`config.mk`:
```
export PLATFORM = sky130hd
export DESIGN_NAME = sample_iterator
export DESIGN_NICKNAME = d
export VERILOG_FILES = /design/src/rtl/sample_iterator.sv
export SDC_FILE = /design/constraint.sdc
export NUM_CORES = 1
export LEC_CHECK = 0
export CORE_AREA = 2 2 284 286
export DETAILED_ROUTE_END_ITERATION = 10
export DIE_AREA = 0 0 286 288
export GPL_TIMING_DRIVEN = 1
export SKIP_CTS_REPAIR_TIMING = 1
export SYNTH_ARGS = -nofsm -noshare
export SYNTH_HDL_FRONTEND = slang
export SYNTH_SLANG_ARGS = --single-unit
export TNS_END_PERCENT = 30
```
`constraint.sdc`:
```
create_clock -name clk -period 3.5 [get_ports clk]
set_input_delay 0.7 -clock clk [delete_from_list [all_inputs] [get_ports clk]]
set_output_delay 0.7 -clock clk [all_outputs]
set_load 0.02 [all_outputs]
```
`src/rtl/sample_iterator.sv`:
```
`default_nettype none
// ============================================================================
//  Module   : sample_iterator
//  Purpose  : Raster stage ahead of the sample test. Accepts one triangle
//             with its sample-aligned bounding box and walks every sample
//             location of the box in raster order (x fastest, then y), one
//             sample per clock.
//  Ports    : clk, rst (async, active-low)
//             tri_R14S / color_R14U / box_R14S / validTri_R14H : triangle in
//             subSample_RnnnnU : one-hot sample rate (1000=1x ... 0001=64x)
//             halt_RnnnnL      : low while iterating, upstream must hold
//             tri_R16S / color_R16U : held triangle and colour
//             sample_R16S / validSamp_R16H : current sample and its valid
//  Option   : SAMPLE_ITERATOR_PERF_CNT_EN adds perfTri_RnnnnU and
//             perfSamp_RnnnnU saturating 32-bit event counters.
//  Revision : 1.0  initial release
// ============================================================================
module sample_iterator #(
    parameter int SIGFIG = 24,
    parameter int RADIX  = 10,
    parameter int VERTS  = 3,
    parameter int AXIS   = 3,
    parameter int COLORS = 3
) (
    input  logic                     clk,
    input  logic                     rst,
    input  logic signed [SIGFIG-1:0] tri_R14S    [VERTS][AXIS],
    input  logic        [SIGFIG-1:0] color_R14U  [COLORS],
    input  logic signed [SIGFIG-1:0] box_R14S    [2][2],
    input  logic                     validTri_R14H,
    input  logic        [3:0]        subSample_RnnnnU,
    output logic                     halt_RnnnnL,
    output logic signed [SIGFIG-1:0] tri_R16S    [VERTS][AXIS],
    output logic        [SIGFIG-1:0] color_R16U  [COLORS],
    output logic signed [SIGFIG-1:0] sample_R16S [2],
    output logic                     validSamp_R16H
`ifdef SAMPLE_ITERATOR_PERF_CNT_EN
    ,
    output logic        [31:0]       perfTri_RnnnnU,
    output logic        [31:0]       perfSamp_RnnnnU
`endif
);

    localparam logic signed [SIGFIG-1:0] c_STEP_1X  = SIGFIG'(1) << RADIX;
    localparam logic signed [SIGFIG-1:0] c_STEP_4X  = SIGFIG'(1) << (RADIX - 1);
    localparam logic signed [SIGFIG-1:0] c_STEP_16X = SIGFIG'(1) << (RADIX - 2);
    localparam logic signed [SIGFIG-1:0] c_STEP_64X = SIGFIG'(1) << (RADIX - 3);

    typedef enum logic [0:0] {
        S_WAIT = 1'b0,
        S_TEST = 1'b1
    } state_t;

    state_t                   r_state;
    state_t                   w_state_nxt;

    logic signed [SIGFIG-1:0] r_tri   [VERTS][AXIS];
    logic        [SIGFIG-1:0] r_color [COLORS];
    logic signed [SIGFIG-1:0] r_box   [2][2];
    logic signed [SIGFIG-1:0] r_x;
    logic signed [SIGFIG-1:0] r_y;
    logic                     r_valid;

    logic signed [SIGFIG-1:0] w_step;
    logic signed [SIGFIG-1:0] w_x_nxt;
    logic signed [SIGFIG-1:0] w_y_nxt;
    logic                     w_valid_nxt;
    logic                     w_accept;
    logic                     w_row_end;
    logic                     w_col_end;

    // Step decode; anything that is not one-hot falls back to 1x.
    always_comb begin
        w_step = c_STEP_1X;
        case (subSample_RnnnnU)
            4'b1000: w_step = c_STEP_1X;
            4'b0100: w_step = c_STEP_4X;
            4'b0010: w_step = c_STEP_16X;
            4'b0001: w_step = c_STEP_64X;
            default: w_step = c_STEP_1X;
        endcase
    end

    // For legal boxes the position only ever reaches ur by equality. The
    // greater-than term makes an illegal (ur < ll) box terminate instead of
    // walking the whole coordinate space.
    assign w_row_end = (r_x == r_box[1][0]) || (r_x > r_box[1][0]);
    assign w_col_end = (r_y == r_box[1][1]) || (r_y > r_box[1][1]);

    always_comb begin
        w_state_nxt = r_state;
        w_x_nxt     = r_x;
        w_y_nxt     = r_y;
        w_valid_nxt = r_valid;
        w_accept    = 1'b0;
        case (r_state)
            S_WAIT: begin
                if (validTri_R14H) begin
                    w_accept    = 1'b1;
                    w_state_nxt = S_TEST;
                    w_x_nxt     = box_R14S[0][0];
                    w_y_nxt     = box_R14S[0][1];
                    w_valid_nxt = 1'b1;
                end
            end
            S_TEST: begin
                if (w_row_end && w_col_end) begin
                    // Last sample shown this cycle; position holds.
                    w_state_nxt = S_WAIT;
                    w_valid_nxt = 1'b0;
                end else if (w_row_end) begin
                    w_x_nxt = r_box[0][0];
                    w_y_nxt = r_y + w_step;
                end else begin
                    w_x_nxt = r_x + w_step;
                end
            end
            default: begin
                w_state_nxt = S_WAIT;
                w_valid_nxt = 1'b0;
            end
        endcase
    end

    always_ff @(posedge clk or negedge rst) begin
        if (!rst) begin
            r_state <= S_WAIT;
        end else begin
            r_state <= w_state_nxt;
        end
    end

    always_ff @(posedge clk or negedge rst) begin
        if (!rst) begin
            for (int v = 0; v < VERTS; v++) begin
                for (int a = 0; a < AXIS; a++) begin
                    r_tri[v][a] <= '0;
                end
            end
            for (int c = 0; c < COLORS; c++) begin
                r_color[c] <= '0;
            end
            for (int p = 0; p < 2; p++) begin
                r_box[p][0] <= '0;
                r_box[p][1] <= '0;
            end
            r_x     <= '0;
            r_y     <= '0;
            r_valid <= 1'b0;
        end else begin
            if (w_accept) begin
                r_tri   <= tri_R14S;
                r_color <= color_R14U;
                r_box   <= box_R14S;
            end
            r_x     <= w_x_nxt;
            r_y     <= w_y_nxt;
            r_valid <= w_valid_nxt;
        end
    end

    assign halt_RnnnnL    = (r_state == S_WAIT);
    assign tri_R16S       = r_tri;
    assign color_R16U     = r_color;
    assign sample_R16S[0] = r_x;
    assign sample_R16S[1] = r_y;
    assign validSamp_R16H = r_valid;

`ifdef SAMPLE_ITERATOR_PERF_CNT_EN
    logic [31:0] r_perf_tri;
    logic [31:0] r_perf_samp;

    always_ff @(posedge clk or negedge rst) begin
        if (!rst) begin
            r_perf_tri  <= '0;
            r_perf_samp <= '0;
        end else begin
            if (w_accept && (r_perf_tri != 32'hFFFF_FFFF)) begin
                r_perf_tri <= r_perf_tri + 32'd1;
            end
            if (r_valid && (r_perf_samp != 32'hFFFF_FFFF)) begin
                r_perf_samp <= r_perf_samp + 32'd1;
            end
        end
    end

    assign perfTri_RnnnnU  = r_perf_tri;
    assign perfSamp_RnnnnU = r_perf_samp;
`else
    // Performance counters not built.
`endif

    // Upstream never produces a box with ur below ll on either axis.
    property p_box_legal;
        @(posedge clk) disable iff (!rst)
        (r_state == S_WAIT && validTri_R14H) |->
            (box_R14S[1][0] >= box_R14S[0][0]) && (box_R14S[1][1] >= box_R14S[0][1]);
    endproperty
    a_box_legal: assert property (p_box_legal);

endmodule
`default_nettype wire

```
After elaboration in Yosys (flattened, before gate mapping)
Index checks and enable logic that the tools add are counted.
{ "totals": {"regBits": 410, "latchBits": 0, "mem_bits_rw": 0, "mem_bits_ro": 0, "in_bits": 391, "out_inout_bits": 338, "word_cells": 55, "mem_count": 0} }
{ "classes": {"addsub": 2, "n_mul": 0, "n_div": 0, "n_lt_le_gt_ge": 2, "eq_ne": 9, "n_shift": 0, "mux": 16, "bitwise_logic": 1, "n_reduce_logical": 6} }
{ "ops": {"columns": ["operator", "n"], "rows": [
  ["$mux 24", 6],
  ["$pmux 24 s2", 2],
  ["$add 24x24->24", 2],
  ["$eq 24x24->1", 2],
  ["$gt 24x24->1", 2],
  ["$pmux 11 s3", 1],
  ["$mux 1", 5],
  ["$eq 4x1->1 const B", 1],
  ["$eq 4x2->1 const B", 1],
  ["$eq 4x3->1 const B", 1],
  ["$ne 2x1->1 const B", 2],
  ["$ne 2x2->1 const B", 2],
  ["$pmux 1 s2", 2],
  ["$reduce_and 2->1", 2],
  ["$reduce_and 3->1", 1],
  ["$logic_or 1x1->1", 2],
  ["$logic_and 1x1->1", 1],
  ["$not 1->1", 1]
]} }

Logic depth before layout (Yosys ltp)
{ "logic_depth": {"depth_word": 6, "ltp_mapped": 12, "ltp_nobuf": 11} }

Worst setup path before layout
OpenSTA, ideal clock, no wires.
{ "synth_path": {"path_kind": "flip-flop to flip-flop", "startpoint": "register r_x[15]", "endpoint": "register r_x[10]", "setup_ps": 128, "arrival_ps": 2956, "t_required_ps": 3372, "setup_slack_ps": 417, "path_stages_with_launch": 11, "path_buffers": 1, "synth_period_minus_slack_ps": 3083, "cell_sequence": "dfrtp_1 ha_1 nand4_1 or4_1 or4_1 and4_4 nor2_4 buf_2 mux2i_1 a21oi_1 mux2_1"} }
{ "synth_between": {"elab_chain_cells": 5, "elab_cells_between_ends": 9, "cone_classes": "1 x order compare; 2 x eq/ne; 3 x mux; 3 x reduce/logical"} }
{ "synth_lines": {"columns": ["item", "line", "source"], "rows": [
  ["start, declared", "60", "logic signed [SIGFIG-1:0] r_x;"],
  ["start signal, assigned", "156", "r_x <= w_x_nxt;"],
  ["$gt 24x24->1 / $eq 24x24->1 (equally long branches)", "87", "assign w_row_end = (r_x == r_box[1][0]) || (r_x > r_box[1][0]);"],
  ["$logic_or 1x1->1 *", "87", null],
  ["$mux 24 / $logic_and 1x1->1 (equally long branches)", "111, 107", null],
  ["$mux 24 / $ne 2x2->1 (equally long branches)", null, null],
  ["$pmux 24 s2 / $reduce_and 2->1 (equally long branches)", null, null]
]} }
Every way passes the cells marked *; elsewhere a longest branch is shown, timed or not. The select of a mux whose other input is x is not followed.
A chain may end at the register's enable or synchronous reset.

Worst setup path in the final report
{ "layout_path": {"startpoint": "register r_x[19]", "endpoint": "register r_x[14]"} }
The elaborated chain is that of the path after synthesis.

==> impl_metrics.toml <==
[status]
status = "completed"

[worst_setup_path]
rr_worst_depth = 10
slowest_delay_ns = 0.59
start_kind = "register"
startpoint = "r_x[19]"
cpMostUsedCell = "or4_1"
arrival_ns = 3.78
critical_path.cell_chain = "ha_1 > nand4_1 > or4_1 > o31a_1 > a21oi_4 > nor2_4 > buf_4 > or4_1 > a31oi_1 > a22o_1"
path_buf_inv = 1
rrSetupSlack_ns = 0.24
critical_path.top_delay_family = "simple AND/OR/NAND/NOR gates"
r2r-end = "r_x[14]"
cp-end-kind = "register"
crit_slowest_cell = "or4_1"
critical_path_class = "register to register"
crit_required_ns = 4.01
reg2reg_from = "r_x[19]"
cp_max_fo = 25
path_depth = 10

[clock_tree]
clock-sinks = 410
cts-root-buf = "clkbuf_16"
clkLatencyLatePin_ns = 0.58
tritoncts = "done"
numCtsBuffers = 49
clockBufferDepth = 3
clk_pin_slew_worst_paths_ns = 0.06
h-tree-depth = 2

[final_layout]
layout-drive-gt1-share = 0.0591
fill_cells = 8147
multi_input_area_um2 = 6820
finalNonFillerCells = 3875
seq_area_um2 = 10300
areaGrowthSynthToFinish_pct = 60.2
fin_nets = 3219

[synthesis]
yosysWarnings = 0
syn_area_um2 = 17700
ys_seq_area_frac = 0.580
ys_ff_latch = 410
yosysUniqueCellTypes = 63
yosys_most_used_dff = "dfrtp_1"
syn_inst = 2018
synth_fp_nets = 2465
synthArstFlopShare = 1.00
synth-edff-count = 0
syn_area_per_cell_um2 = 8.76

[sta]
setup_viol_count_final = 0
rsz0062_at_grt = "false"
period_share = 0.932
slew_viol_final = 0
setup_tns_ns = 0
fin_skew_ns = 0.0129
worst_pin_slew_ns = 0.650
whs_ns = 0.0686
relSlewSlack = 0.567
fmax_mhz = 306
layout_min_cycle_time_ns = 3.26
final-hold-violation-count = 0

[place]
placedCellCount = 3781
io_buffers = 728
place_congestion = 0.830
hpwlAfterDp_mm = 52.1

[die]
die_w_um = 286
io_pins = 729
rows = 104
start_util = 0.222
fp.coreArea_um2 = 79600
die-area_um2 = 82400
die_y_um = 288

[grt]
grt_pass1_wl_mm = 102
overflow = 0
grt_pass1_vias = 16400
antenna_found_initial = 14
gr-usage-all-layers = 0.161
grt_max_degree = 100

[power]
vdd_ir_drop_max_uv = 541
power_density_nw_per_um2 = 974
p_leak_uw = 0.0134
total_power_uw = 27600

[routing]
via_count = 16300
dr.first_iter.drc_count = 783
avgRoutedWirePerCell_um = 17.8
routed_wl_mm = 69.1
drt_pre_antenna_iters = 5
ant_nets = 0
drc = 0
via_per_inst = 4.21

[hold_path]
min_path_type = "input pin to async pin"

[run]
maxCapViolCount = 0
## stage by stage
stage / util / area [um2] / setup WS [ns]
4_1_cts: 0.356 / 28300 / 0.212
5_1_grt: 0.356 / 28300 / 0.0437
3_3_place_gp: 0.336 / 26700 / -0.249
2_1_floorplan: - / 17700 / 0.417
3_5_place_dp: 0.336 / 26700 / -0.253
6_report: 0.356 / 28300 / 0.237
## cells in the mapped netlist, types with 3 or more instances
master     instances  area [um2]
nor3_1            12        60.1
clkbuf_1          83         312
nor2_1            21        78.8
nand4_1           15        93.8
o22ai_1            6        37.5
and2_1             3        18.8
o21ai_0           93         465
a21oi_1           39         195
nand2_1         1057        3970
buf_2              5        25.0
inv_1             59         221
ha_1              56         701
xor2_1             6        52.6
a22oi_1            9        67.6
o21a_1             4        30.0
a21boi_0           4        30.0
and3_1             7        43.8
mux2_1             4        45.0
dfrtp_1          410       10300
a221o_1            6        60.1
buf_1             12        45.0
nor2b_1            6        37.5
a21o_1             3        22.5
or4_1              3        22.5
o2bb2ai_1          7        61.3
mux2i_1           12         120
o211ai_1           5        37.5
nand3_1           13        65.1
a211oi_1          12        90.1
nor4_1             4        25.0
## registers in the layout, indices dropped and copies added, names as in the netlist
signal and flops:
color_R16U 72, r_box 72, r_state 1, r_x 24
r_y 24, tri_R16S 216, validSamp_R16H 1
## how the worst max path moves through the flow
stage,slack (ns),endpoint
2_1_floorplan,0.42,r_x[10]
3_3_place_gp,-0.25,r_x[18]
3_5_place_dp,-0.25,r_x[18]
4_1_cts,0.21,r_x[14]
5_1_grt,0.04,r_y[11]
6_report,0.24,r_x[14]
## cells in the final DEF (no fill, tap or decap), drive strengths merged, types with 7 or more instances in the layout
master / count
nand2: 1057
clkdlybuf4s50: 727
dfrtp: 410
o21ai: 95
buf: 77
clkbuf: 75
inv: 61
ha: 56
a21oi: 40
nor2: 22
nand4: 15
nand3: 13
nor3: 13
a211oi: 13
clkinv: 13
mux2i: 12
a22oi: 9
and3: 7
o2bb2ai: 7
## cell families after synthesis
family,Yosys count,share of synthesized area
compound gates,209,0.0725
xor+xnor,8,0.00396
fa+ha+maj,57,0.0402
buf+inv,161,0.0350
flops,410,0.580
mux,16,0.00934
simple gates,1157,0.259
## where the power goes
group | internal (uW) | switching (uW)
clock network | 2960 | 2090
registers | 7000 | 1310
logic | 6190 | 8040
total | 16100 | 11400
## layer usage
metal  global-route usage  vias to the layer above  share of wire
met5                    0                        -         0.0011
li1                     -                     7955              -
met2                0.260                      523           0.47
met4               0.0504                       12          0.029
met3               0.0465                      119          0.073
met1                0.207                     7721           0.43
## final cells by class
class | count | share of cell area
repair buffers | 804 | 0.286
clock buffers | 75 | 0.0518
inverters | 60 | 0.00795
well taps | 1060 | 0.0468
diodes | 4 | 0.000353
clock inverters | 15 | 0.00406
flip-flops and latches | 410 | 0.362
multi-input cells | 1447 | 0.241
(Power assumes the default switching activity.)
